==> src/rtl/psram_qpi_responder_if.sv <==
`timescale 1ns/1ps
`default_nettype none
// ============================================================================
// Module   : psram_qpi_responder_if
// Purpose  : PSRAM bus between controller (master) and responder (slave).
//            The 4-bit SIO bus is carried as separate in/out/enable lanes;
//            the pad ring combines them as mem_sio = oe ? out : 'z.
// Revision : 1.0 - initial release
// ============================================================================
interface psram_qpi_responder_if;
    logic       mem_ce;       // chip enable, active low
    logic [3:0] mem_sio_i;    // SIO value driven by the controller
    logic [3:0] mem_sio_o;    // SIO value driven by the responder
    logic       mem_sio_oe;   // responder owns the SIO bus when high

    modport master (
        output mem_ce,
        output mem_sio_i,
        input  mem_sio_o,
        input  mem_sio_oe
    );

    modport slave (
        input  mem_ce,
        input  mem_sio_i,
        output mem_sio_o,
        output mem_sio_oe
    );
endinterface
`default_nettype wire

==> src/rtl/psram_qpi_responder.sv <==
`timescale 1ns/1ps
`default_nettype none
// ============================================================================
// Module   : psram_qpi_responder
// Purpose  : Memory-side model of a QPI PSRAM. Decodes the SPI init sequence
//            (66h/99h/35h), then serves QPI EBh reads and 38h writes from an
//            internal 16-bit word array. Clocked by the bus clock.
// Revision : 1.0 - initial release
// ============================================================================
module psram_qpi_responder #(
    parameter int ADDR_W    = 8,
    parameter int READ_WAIT = 8
) (
    input  logic                       mem_clk,
    input  logic                       rst_n,
    psram_qpi_responder_if.slave       bus,
    output logic                       qpi_mode,
    output logic                       rsten_armed,
    output logic [7:0]                 last_cmd,
    output logic                       err_pulse
);

    localparam int              KW     = $clog2(READ_WAIT + 9) + 1;
    localparam int              DEPTH  = 2 ** ADDR_W;
    localparam logic [KW-1:0]   K_LAST_HDR = KW'(7);
    localparam logic [KW-1:0]   K_LOAD     = KW'(7 + READ_WAIT);

    typedef enum logic [2:0] {
        ST_IDLE, ST_SPI_CMD, ST_QPI_CMD, ST_QPI_ADDR,
        ST_WR_DATA, ST_RD_WAIT, ST_RD_DATA, ST_IGNORE
    } state_t;

    state_t              state_q, state_d;
    logic [KW-1:0]       k_q, k_d;
    logic [6:0]          sh_q, sh_d;
    logic [ADDR_W-1:0]   addr_q, addr_d;
    logic [ADDR_W-1:0]   idx_q, idx_d;
    logic [11:0]         wd_q, wd_d;
    logic [1:0]          wnib_q, wnib_d;
    logic [11:0]         rword_q, rword_d;
    logic [1:0]          rnib_q, rnib_d;
    logic [3:0]          nib_q, nib_d;
    logic                oe_q, oe_d;
    logic                qpi_q, qpi_d;
    logic                arm_q, arm_d;
    logic [7:0]          cmd_q, cmd_d;
    logic                err_q, err_d;

    logic                w_dec_en;
    logic [7:0]          w_dec_byte;
    logic                w_load;
    logic [ADDR_W-1:0]   w_load_idx;
    logic [15:0]         w_word;
    logic                w_we;
    logic [ADDR_W-1:0]   w_waddr;
    logic [15:0]         w_wdata;

    logic [15:0]         mem_q [DEPTH];

    // Next-state and datapath decode for one bus clock edge
    always_comb begin
        state_d    = state_q;
        k_d        = k_q;
        sh_d       = sh_q;
        addr_d     = addr_q;
        idx_d      = idx_q;
        wd_d       = wd_q;
        wnib_d     = wnib_q;
        rword_d    = rword_q;
        rnib_d     = rnib_q;
        nib_d      = nib_q;
        oe_d       = oe_q;
        qpi_d      = qpi_q;
        arm_d      = arm_q;
        cmd_d      = cmd_q;
        err_d      = 1'b0;
        w_dec_en   = 1'b0;
        w_dec_byte = 8'h00;
        w_load     = 1'b0;
        w_load_idx = idx_q;
        w_word     = 16'h0000;
        w_we       = 1'b0;
        w_waddr    = idx_q;
        w_wdata    = {wd_q, bus.mem_sio_i};

        if (bus.mem_ce) begin
            // Deselect always ends the frame, whatever is in flight
            state_d = ST_IDLE;
            k_d     = '0;
            oe_d    = 1'b0;
        end else begin
            if (k_q != {KW{1'b1}}) begin
                k_d = k_q + 1'b1;
            end
            case (state_q)
                ST_IDLE: begin
                    if (qpi_q) begin
                        sh_d    = {3'b000, bus.mem_sio_i};
                        state_d = ST_QPI_CMD;
                    end else begin
                        sh_d    = {6'b000000, bus.mem_sio_i[0]};
                        state_d = ST_SPI_CMD;
                    end
                end
                ST_SPI_CMD: begin
                    sh_d = {sh_q[5:0], bus.mem_sio_i[0]};
                    if (k_q == K_LAST_HDR) begin
                        w_dec_en   = 1'b1;
                        w_dec_byte = {sh_q, bus.mem_sio_i[0]};
                        state_d    = ST_IGNORE;
                    end
                end
                ST_QPI_CMD: begin
                    w_dec_en   = 1'b1;
                    w_dec_byte = {sh_q[3:0], bus.mem_sio_i};
                    state_d    = ST_IGNORE;
                end
                ST_QPI_ADDR: begin
                    // Only the low ADDR_W bits of the 24-bit address matter
                    addr_d = ADDR_W'({addr_q, bus.mem_sio_i});
                    if (k_q == K_LAST_HDR) begin
                        idx_d = addr_d;
                        if (cmd_q == 8'h38) begin
                            wnib_d  = 2'd0;
                            state_d = ST_WR_DATA;
                        end else if (READ_WAIT == 0) begin
                            w_load     = 1'b1;
                            w_load_idx = addr_d;
                            state_d    = ST_RD_DATA;
                        end else begin
                            state_d = ST_RD_WAIT;
                        end
                    end
                end
                ST_WR_DATA: begin
                    wd_d   = {wd_q[7:0], bus.mem_sio_i};
                    wnib_d = wnib_q + 1'b1;
                    if (wnib_q == 2'd3) begin
                        w_we  = 1'b1;
                        idx_d = idx_q + 1'b1;
                    end
                end
                ST_RD_WAIT: begin
                    if (k_q == K_LOAD) begin
                        w_load  = 1'b1;
                        state_d = ST_RD_DATA;
                    end
                end
                ST_RD_DATA: begin
                    if (rnib_q == 2'd3) begin
                        w_load = 1'b1;
                    end else begin
                        nib_d   = rword_q[11:8];
                        rword_d = {rword_q[7:0], 4'h0};
                        rnib_d  = rnib_q + 1'b1;
                    end
                end
                default: ;
            endcase

            if (w_dec_en) begin
                cmd_d = w_dec_byte;
                arm_d = 1'b0;
                case (w_dec_byte)
                    8'h66: arm_d = 1'b1;
                    8'h99: begin
                        if (arm_q) qpi_d = 1'b0;
                        else       err_d = 1'b1;
                    end
                    8'h35: begin
                        if (!qpi_q) qpi_d = 1'b1;
                        else        err_d = 1'b1;
                    end
                    8'hF5: begin
                        if (qpi_q) qpi_d = 1'b0;
                        else       err_d = 1'b1;
                    end
                    8'hEB, 8'h38: begin
                        if (qpi_q) state_d = ST_QPI_ADDR;
                        else       err_d   = 1'b1;
                    end
                    default: err_d = 1'b1;
                endcase
            end

            // First nibble of a word goes out one edge ahead of its sample edge
            if (w_load) begin
                w_word  = mem_q[w_load_idx];
                nib_d   = w_word[15:12];
                rword_d = w_word[11:0];
                rnib_d  = 2'd0;
                idx_d   = w_load_idx + 1'b1;
                oe_d    = 1'b1;
            end
        end
    end

    // State register; reset parks in IGNORE so a frame cut by reset is dropped
    always_ff @(posedge mem_clk or negedge rst_n) begin
        if (!rst_n) begin
            state_q <= ST_IGNORE;
            k_q     <= '0;
            sh_q    <= '0;
            addr_q  <= '0;
            idx_q   <= '0;
            wd_q    <= '0;
            wnib_q  <= '0;
            rword_q <= '0;
            rnib_q  <= '0;
            nib_q   <= '0;
            oe_q    <= 1'b0;
            qpi_q   <= 1'b0;
            arm_q   <= 1'b0;
            cmd_q   <= 8'h00;
            err_q   <= 1'b0;
        end else begin
            state_q <= state_d;
            k_q     <= k_d;
            sh_q    <= sh_d;
            addr_q  <= addr_d;
            idx_q   <= idx_d;
            wd_q    <= wd_d;
            wnib_q  <= wnib_d;
            rword_q <= rword_d;
            rnib_q  <= rnib_d;
            nib_q   <= nib_d;
            oe_q    <= oe_d;
            qpi_q   <= qpi_d;
            arm_q   <= arm_d;
            cmd_q   <= cmd_d;
            err_q   <= err_d;
        end
    end

    // Word array write port; contents survive reset
    always_ff @(posedge mem_clk) begin
        if (w_we) begin
            mem_q[w_waddr] <= w_wdata;
        end
    end

    assign bus.mem_sio_o  = nib_q;
    assign bus.mem_sio_oe = oe_q & ~bus.mem_ce;
    assign qpi_mode       = qpi_q;
    assign rsten_armed    = arm_q;
    assign last_cmd       = cmd_q;
    assign err_pulse      = err_q;

endmodule
`default_nettype wire

==> src/flat_wrapper.sv <==
// flat-port wrapper written by rule: the top's interface ports become plain ports
module psram_qpi_responder_flat 
#(
    parameter int ADDR_W    = 8,
    parameter int READ_WAIT = 8
)
  (mem_clk, rst_n, qpi_mode, rsten_armed, last_cmd, err_pulse, bus_mem_ce, bus_mem_sio_i, bus_mem_sio_o, bus_mem_sio_oe);
  psram_qpi_responder_if bus_i ();
  input  logic mem_clk;
  input  logic rst_n;
  output logic qpi_mode;
  output logic rsten_armed;
  output logic [7:0] last_cmd;
  output logic err_pulse;
  input wire logic [$bits(bus_i.mem_ce)-1:0] bus_mem_ce;
  input wire logic [$bits(bus_i.mem_sio_i)-1:0] bus_mem_sio_i;
  output wire logic [$bits(bus_i.mem_sio_o)-1:0] bus_mem_sio_o;
  output wire logic [$bits(bus_i.mem_sio_oe)-1:0] bus_mem_sio_oe;
  assign bus_i.mem_ce = bus_mem_ce;
  assign bus_i.mem_sio_i = bus_mem_sio_i;
  assign bus_mem_sio_o = bus_i.mem_sio_o;
  assign bus_mem_sio_oe = bus_i.mem_sio_oe;
  psram_qpi_responder #(.ADDR_W(ADDR_W), .READ_WAIT(READ_WAIT)) u_core (.mem_clk(mem_clk), .rst_n(rst_n), .bus(bus_i), .qpi_mode(qpi_mode), .rsten_armed(rsten_armed), .last_cmd(last_cmd), .err_pulse(err_pulse));
endmodule
==> config.mk <==
export PLATFORM = sky130hd
export DESIGN_NAME = psram_qpi_responder_flat
export DESIGN_NICKNAME = d
export VERILOG_FILES = /design/src/rtl/psram_qpi_responder_if.sv /design/src/rtl/psram_qpi_responder.sv /design/src/flat_wrapper.sv
export SDC_FILE = /design/constraint.sdc
export NUM_CORES = 2
export LEC_CHECK = 0
export BUFFER_PORTS_ARGS = -buffer_cell sky130_fd_sc_hd__buf_2
export CORE_MARGIN = 1.5
export CORE_UTILIZATION = 30
export CTS_BUF_LIST = sky130_fd_sc_hd__clkbuf_16
export CTS_CLUSTER_DIAMETER = 200
export DETAILED_ROUTE_END_ITERATION = 12
export GPL_TIMING_DRIVEN = 1
export PLACE_DENSITY = 0.48
export SLEW_MARGIN = 10
export SYNTH_ARGS = -nofsm -noshare
export SYNTH_HDL_FRONTEND = slang
export SYNTH_SLANG_ARGS = --single-unit
==> constraint.sdc <==
create_clock -name mem_clk -period 9.64 [get_ports mem_clk]
set_clock_uncertainty 0.05 [all_clocks]
set_input_delay 1.928 -clock mem_clk [delete_from_list [all_inputs] [get_ports mem_clk]]
set_output_delay 1.928 -clock mem_clk [all_outputs]
set_load 0.03 [all_outputs]
Word level (Yosys, flattened, before mapping)
Memory sizes are Yosys's and may differ from the RTL's.
Cells that the tools add are included.
Operators by class
  add/sub/neg operators: 4
  $mul: 0
  divide/modulo/power cells: 0
  magnitude comparators: 0
  eq/ne operators: 24
  shift-type cells: 0
  muxes and demuxes: 56
  bitwise logic cells: 2
  reduce and logical (&&, ||, !) cells: 18
Operator list (number)
  $mux 8: 5
  $mux 12: 3
  $pmux 8 s2: 2
  $eq 8x6->1 const B: 3
  $eq 8x8->1 const B: 3
  $mux 3: 7
  $mux 1: 20
  $mux 4: 4
  $pmux 3 s5: 1
  $pmux 7 s2: 1
  $mux 2: 6
  $mux 6: 2
  $reduce_and 4->1: 3
  $reduce_bool 2->1: 5
  $eq 3x3->1 const B: 3
  $add 8x1->8 const B: 1
  $eq 8x7->1 const B: 1
  $reduce_and 2->1: 4
  $add 6x1->6 const B: 1
  $eq 3x2->1 const B: 2
  $eq 6x3->1 const B: 1
  $eq 6x4->1 const B: 1
  $ne 2x1->1 const B: 3
  $ne 3x1->1 const B: 2
  16 further kinds: 20
Word-level totals
  register bits: 72
  latch bits: 0
  RAM bits: 4096
  bits in read-only memories: 0
  input port bits: 7
  output and inout port bits: 16
  word-level logic and storage cells: 120
  memories: 1
Memory list
  u_core.mem_q: depth 256, bits a word 16, rd ports 1, clocked after memory_dff 0, wr ports 1, RTL line psram_qpi_responder.sv:58  | logic [15:0] mem_q [DEPTH];

Longest topological paths before layout
  depth in word-level cells: 9
  mapped depth: 13
  gate-level depth less buffers: 8

Least setup slack after synthesis
Ideal clock, no wire load.
  path kind: in2out
  start point: input port bus_mem_ce
  end point: output port bus_mem_sio_oe
  data arrival time: 2573 ps
  data required time: 7662 ps
  path slack: 5089 ps
  stages: 2
  buffers on the path: 1
  cells stage by stage: clkbuf_1 -> nor2b_1
Between the ends
  word-level cells in the longest chain between the ends: 2
Ends and longest elaborated chain
  start, declared: RTL line flat_wrapper.sv:15  | input wire logic [$bits(bus_i.mem_ce)-1:0] bus_mem_ce;
  $not 1->1 (no source line)
  $and 1x1->1: RTL line psram_qpi_responder.sv:243  | assign bus.mem_sio_oe = oe_q & ~bus.mem_ce;
  end, declared: RTL line flat_wrapper.sv:18  | output wire logic [$bits(bus_i.mem_sio_oe)-1:0] bus_mem_sio_oe;
No other way between the ends.

Final worst setup path
  start point: register u_core.idx_q[3]
  end point: register u_core.rword_q[7]
Between the ends
  word-level cells in the longest chain between the ends: 2
Ends and longest elaborated chain
  start, declared: RTL line psram_qpi_responder.sv:37  | logic [ADDR_W-1:0] idx_q, idx_d;
  start signal, assigned: RTL line psram_qpi_responder.sv:221  | idx_q <= idx_d;
  $mem_v2 256x16
  $mux 12: RTL line psram_qpi_responder.sv:187  | if (w_load) begin
  end signal, assigned: RTL line psram_qpi_responder.sv:224  | rword_q <= rword_d;
  end, declared: RTL line psram_qpi_responder.sv:40  | logic [11:0] rword_q, rword_d;
No other way between the ends.
A chain may end at the register's enable or synchronous reset.

==> results_dict.tcl <==
set metrics [dict create \
    fmax_ghz 0.188 \
    yosys.area.top_type "edfxtp_1" \
    final_nets 7764 \
    synth_edf_count 4096 \
    power.density_nw_per_um2 210 \
    syn_area_per_cell_um2 21.7 \
    hold_buffers 0 \
    fillers 49700 \
    yosysSeqAreaShare_pct 77.0 \
    dp_cells 14500 \
    fp.coreArea_um2 538000 \
    grt_pass1_vias 80400 \
    comb_power_share_pct 5.1 \
    ys_ff_latch 4168 \
    startpoint "u_core.idx_q[3]" \
    yosys_warnings 0 \
    leakagePower_nw 56.6 \
    ys_types 90 \
    multi_input_area_um2 35000 \
    clk_latency_ns 1.05 \
    clkTransAtPathRegs_ns 0.07 \
    p_sw_w 0.00868 \
    crit_family "compound AO/OA/AOI/OAI gates" \
    h-tree-depth 5 \
    final_layout_size_suffix_gt1_share_pct 27.0 \
    crit_fanout 60 \
    tns_ns 0 \
    critPathArrivalTime_ns 6.21 \
    post-route-period-util_pct 55.3 \
    relSlewSlack_pct 8.65 \
    grt_util_all_layers_pct 18.3 \
    rsz0062_at_grt "false" \
    p_int_w 0.0302 \
    overflow 0 \
    run_status "finished clean" \
    dpl_cell_area_um2 171000 \
    wire_per_inst_um 33.3 \
    design_area_um2 186000 \
    die_x_um 738 \
    min_to "u_core.rnib_q[1]" \
    synth_nets 7491 \
    place_congestion 0.861 \
    r2r_cells 8 \
    cp_num_buf_inv 2 \
    syn2layout_area_growth_pct 14.5 \
    drtAntennaViolNets 0 \
    die_h_um 738 \
    io_pins 23 \
    synth_cells 7477 \
    port_buffers 22 \
    fin_crit_ns 5.33 \
    clockBufferDepth 4 \
    drt-total-wl_mm 510 \
    synth_area_leaders "edfxtp_1, mux4_2, mux2i_1" \
    stdcell_count 15300 \
    power_frac_seq_pct 51.7 \
    vias 80300 \
    drc 0 \
    initial_core_util_pct 30.1 \
    ff_latch_area_um2 125000 \
    cts_tree "done" \
    hold_start "u_core.rnib_q[1]" \
    ys_async_sr_fraction_pct 1.73 \
    postCtsSetupBuffers 0 \
    dieArea_um2 545000 \
    antenna_found_initial 53 \
    drt_iter0_markers 10400 \
    dp_hpwl_mm 314 \
    tightest_slew_ns 1.37 \
    critPathKind "reg -> reg" \
    clkPwrFrac_pct 43.2 \
    vias_per_cell 5.25 \
    maxCapViolCount 0 \
    hold_viol_final 0 \
    rows 269 \
    r2r_slack_ns 4.31 \
    grt_max_degree 161 \
    synth_common_cells "edfxtp_1, mux4_2, mux2i_1" \
    root_buffer "clkbuf_16" \
    cts_sinks 4168 \
    synth.most_common_cell "edfxtp_1" \
    timing.rr.end "u_core.rword_q[7]" \
    grt_pass1_wl_mm 692 \
    r2r_start "u_core.idx_q[3]" \
    end_kind "flop" \
    switching_share_pct 22.3 \
    dr.pass1.iters 8 \
    cts_resized 0 \
    slew_violations 0 \
    yosysTopAreaCellShare_pct 75.9 \
    crit_chain "buf_4 > buf_12 > nand4b_1 > o22ai_1 > nor4_1 > a311oi_1 > nor4_1 > a311oi_1" \
    setup_violations 0 \
    hp-class "reg -> reg" \
    worstSetupStartpointType "flop" \
    cpMaxStageDelayCell "a311oi_1" \
    slowest_delay_ns 1.10 \
    netlist_area_um2 162000 \
    holdPathStages 2 \
    cts_buffers 434 \
    ir_worst_vdd_v 0.000173 \
    required_ns 10.52 \
    power_w 0.0389 \
    ys.flop_type "edfxtp_1" \
]
==> through the flow <==
| stage | hold slack (ns) | utilization [%] | setup WS (ns) |
|---|---|---|---|
| floorplan | 0.403 | - | 5.09 |
| global placement | 0.416 | 31.9 | 3.45 |
| detailed placement | 0.426 | 31.9 | 3.41 |
| CTS | 0.440 | 34.5 | 4.40 |
| global route | 0.470 | 34.5 | 4.32 |
| finish | 0.435 | 34.5 | 4.31 |
==> routing by layer <==
layer,global-route usage (%),vias to the layer above,share of wire (%)
met3,3.36,671,7.7
met5,0,-,0.014
met2,30.0,3637,48
met1,24.8,43900,41
li1,-,32100,-
met4,5.46,10,3.3
==> power by group through the flow <==
stage,Sequential (W),Clock [W],Combinational [W]
floorplan,0.0206,0,0.000936
global placement,0.0205,0,0.00197
detailed placement,0.0205,0,0.00200
CTS,0.0201,0.0171,0.00200
global route,0.0201,0.0178,0.00204
finish,0.0201,0.0168,0.00197
==> cell type report <==
| cell class | instances | share of cell area, % |
|---|---|---|
| sequential | 4168 | 67.3 |
| multi-input combinational | 2856 | 18.8 |
| clock buffer | 439 | 5.92 |
| tap | 7181 | 4.84 |
| clock inverter | 355 | 1.75 |
| timing repair buffer | 276 | 1.28 |
| inverter | 14 | 0.0297 |
| antenna | 14 | 0.0189 |
==> registers in the layout (all words and copies together) (netlist names), 2 cells and up <==
| signal | count |
|---|---|
| u_core.last_cmd | 8 |
| u_core.state_q | 3 |
| u_core.rnib_q | 2 |
| u_core.k_q | 6 |
| u_core.addr_q | 4 |
| u_core.sh_q | 7 |
| u_core.idx_q | 8 |
| u_core.wd_q | 12 |
| u_core.wnib_q | 2 |
| u_core.bus.mem_sio_o | 4 |
| u_core.rword_q | 12 |
| u_core.mem_q | 4096 |
==> worst register-to-register path, stage by stage, from the launching register on <==
cell and delay [ns]:
dfrtp_4 1.02, buf_4 0.59, buf_12 0.36, nand4b_1 1.05
o22ai_1 0.51, nor4_1 0.08, a311oi_1 1.10, nor4_1 0.15
a311oi_1 0.32
==> logic make-up after synthesis <==
logic type               Yosys count  share of synthesized area [%]
AO/OA/AOI/OAI                    622                           2.65
XOR/XNOR                           1                        0.00541
adder cells (fa/ha/maj)            7                         0.0540
buffers and inverters            453                           1.85
flip-flops                      4168                           77.0
multiplexers                    1396                           16.0
AND/OR/NAND/NOR                  830                           2.38
==> worst max-delay path by stage <==
stage | end | slack [ns] | cells past startpoint
floorplan | bus_mem_sio_oe | 5.09 | 2
global placement | u_core.mem_q[131][14] | 3.45 | 6
detailed placement | u_core.mem_q[131][5] | 3.41 | 6
CTS | u_core.mem_q[120][3] | 4.40 | 7
global route | u_core.rword_q[7] | 4.32 | 8
finish | u_core.rword_q[7] | 4.31 | 8
==> cell usage in the layout (no fill, tap or decap), types with 11 or more instances in the layout <==
master / n
edfxtp_1: 4096
mux4_2: 956
clkbuf_16: 439
mux2i_1: 385
buf_4: 230
nor2_2: 197
nand2_1: 160
a22oi_1: 159
nor2_1: 143
clkinv_1: 99
o21ai_0: 94
clkinv_2: 86
nand3_1: 83
o22ai_1: 81
inv_1: 78
a21oi_1: 73
mux2_2: 55
bufinv_16: 51
dfrtp_1: 49
a31oi_1: 43
nor3_1: 37
a221oi_1: 37
clkinvlp_4: 26
buf_12: 25
nor4_1: 24
a22o_1: 22
and3_1: 21
nor2b_1: 21
nand4_1: 21
a211oi_1: 17
buf_2: 17
dfrtp_4: 17
nand2b_1: 16
diode_2: 14
or3_1: 14
and2_1: 12
nand2_4: 12
o2111ai_1: 11
Power figures use the tool's default switching activity.
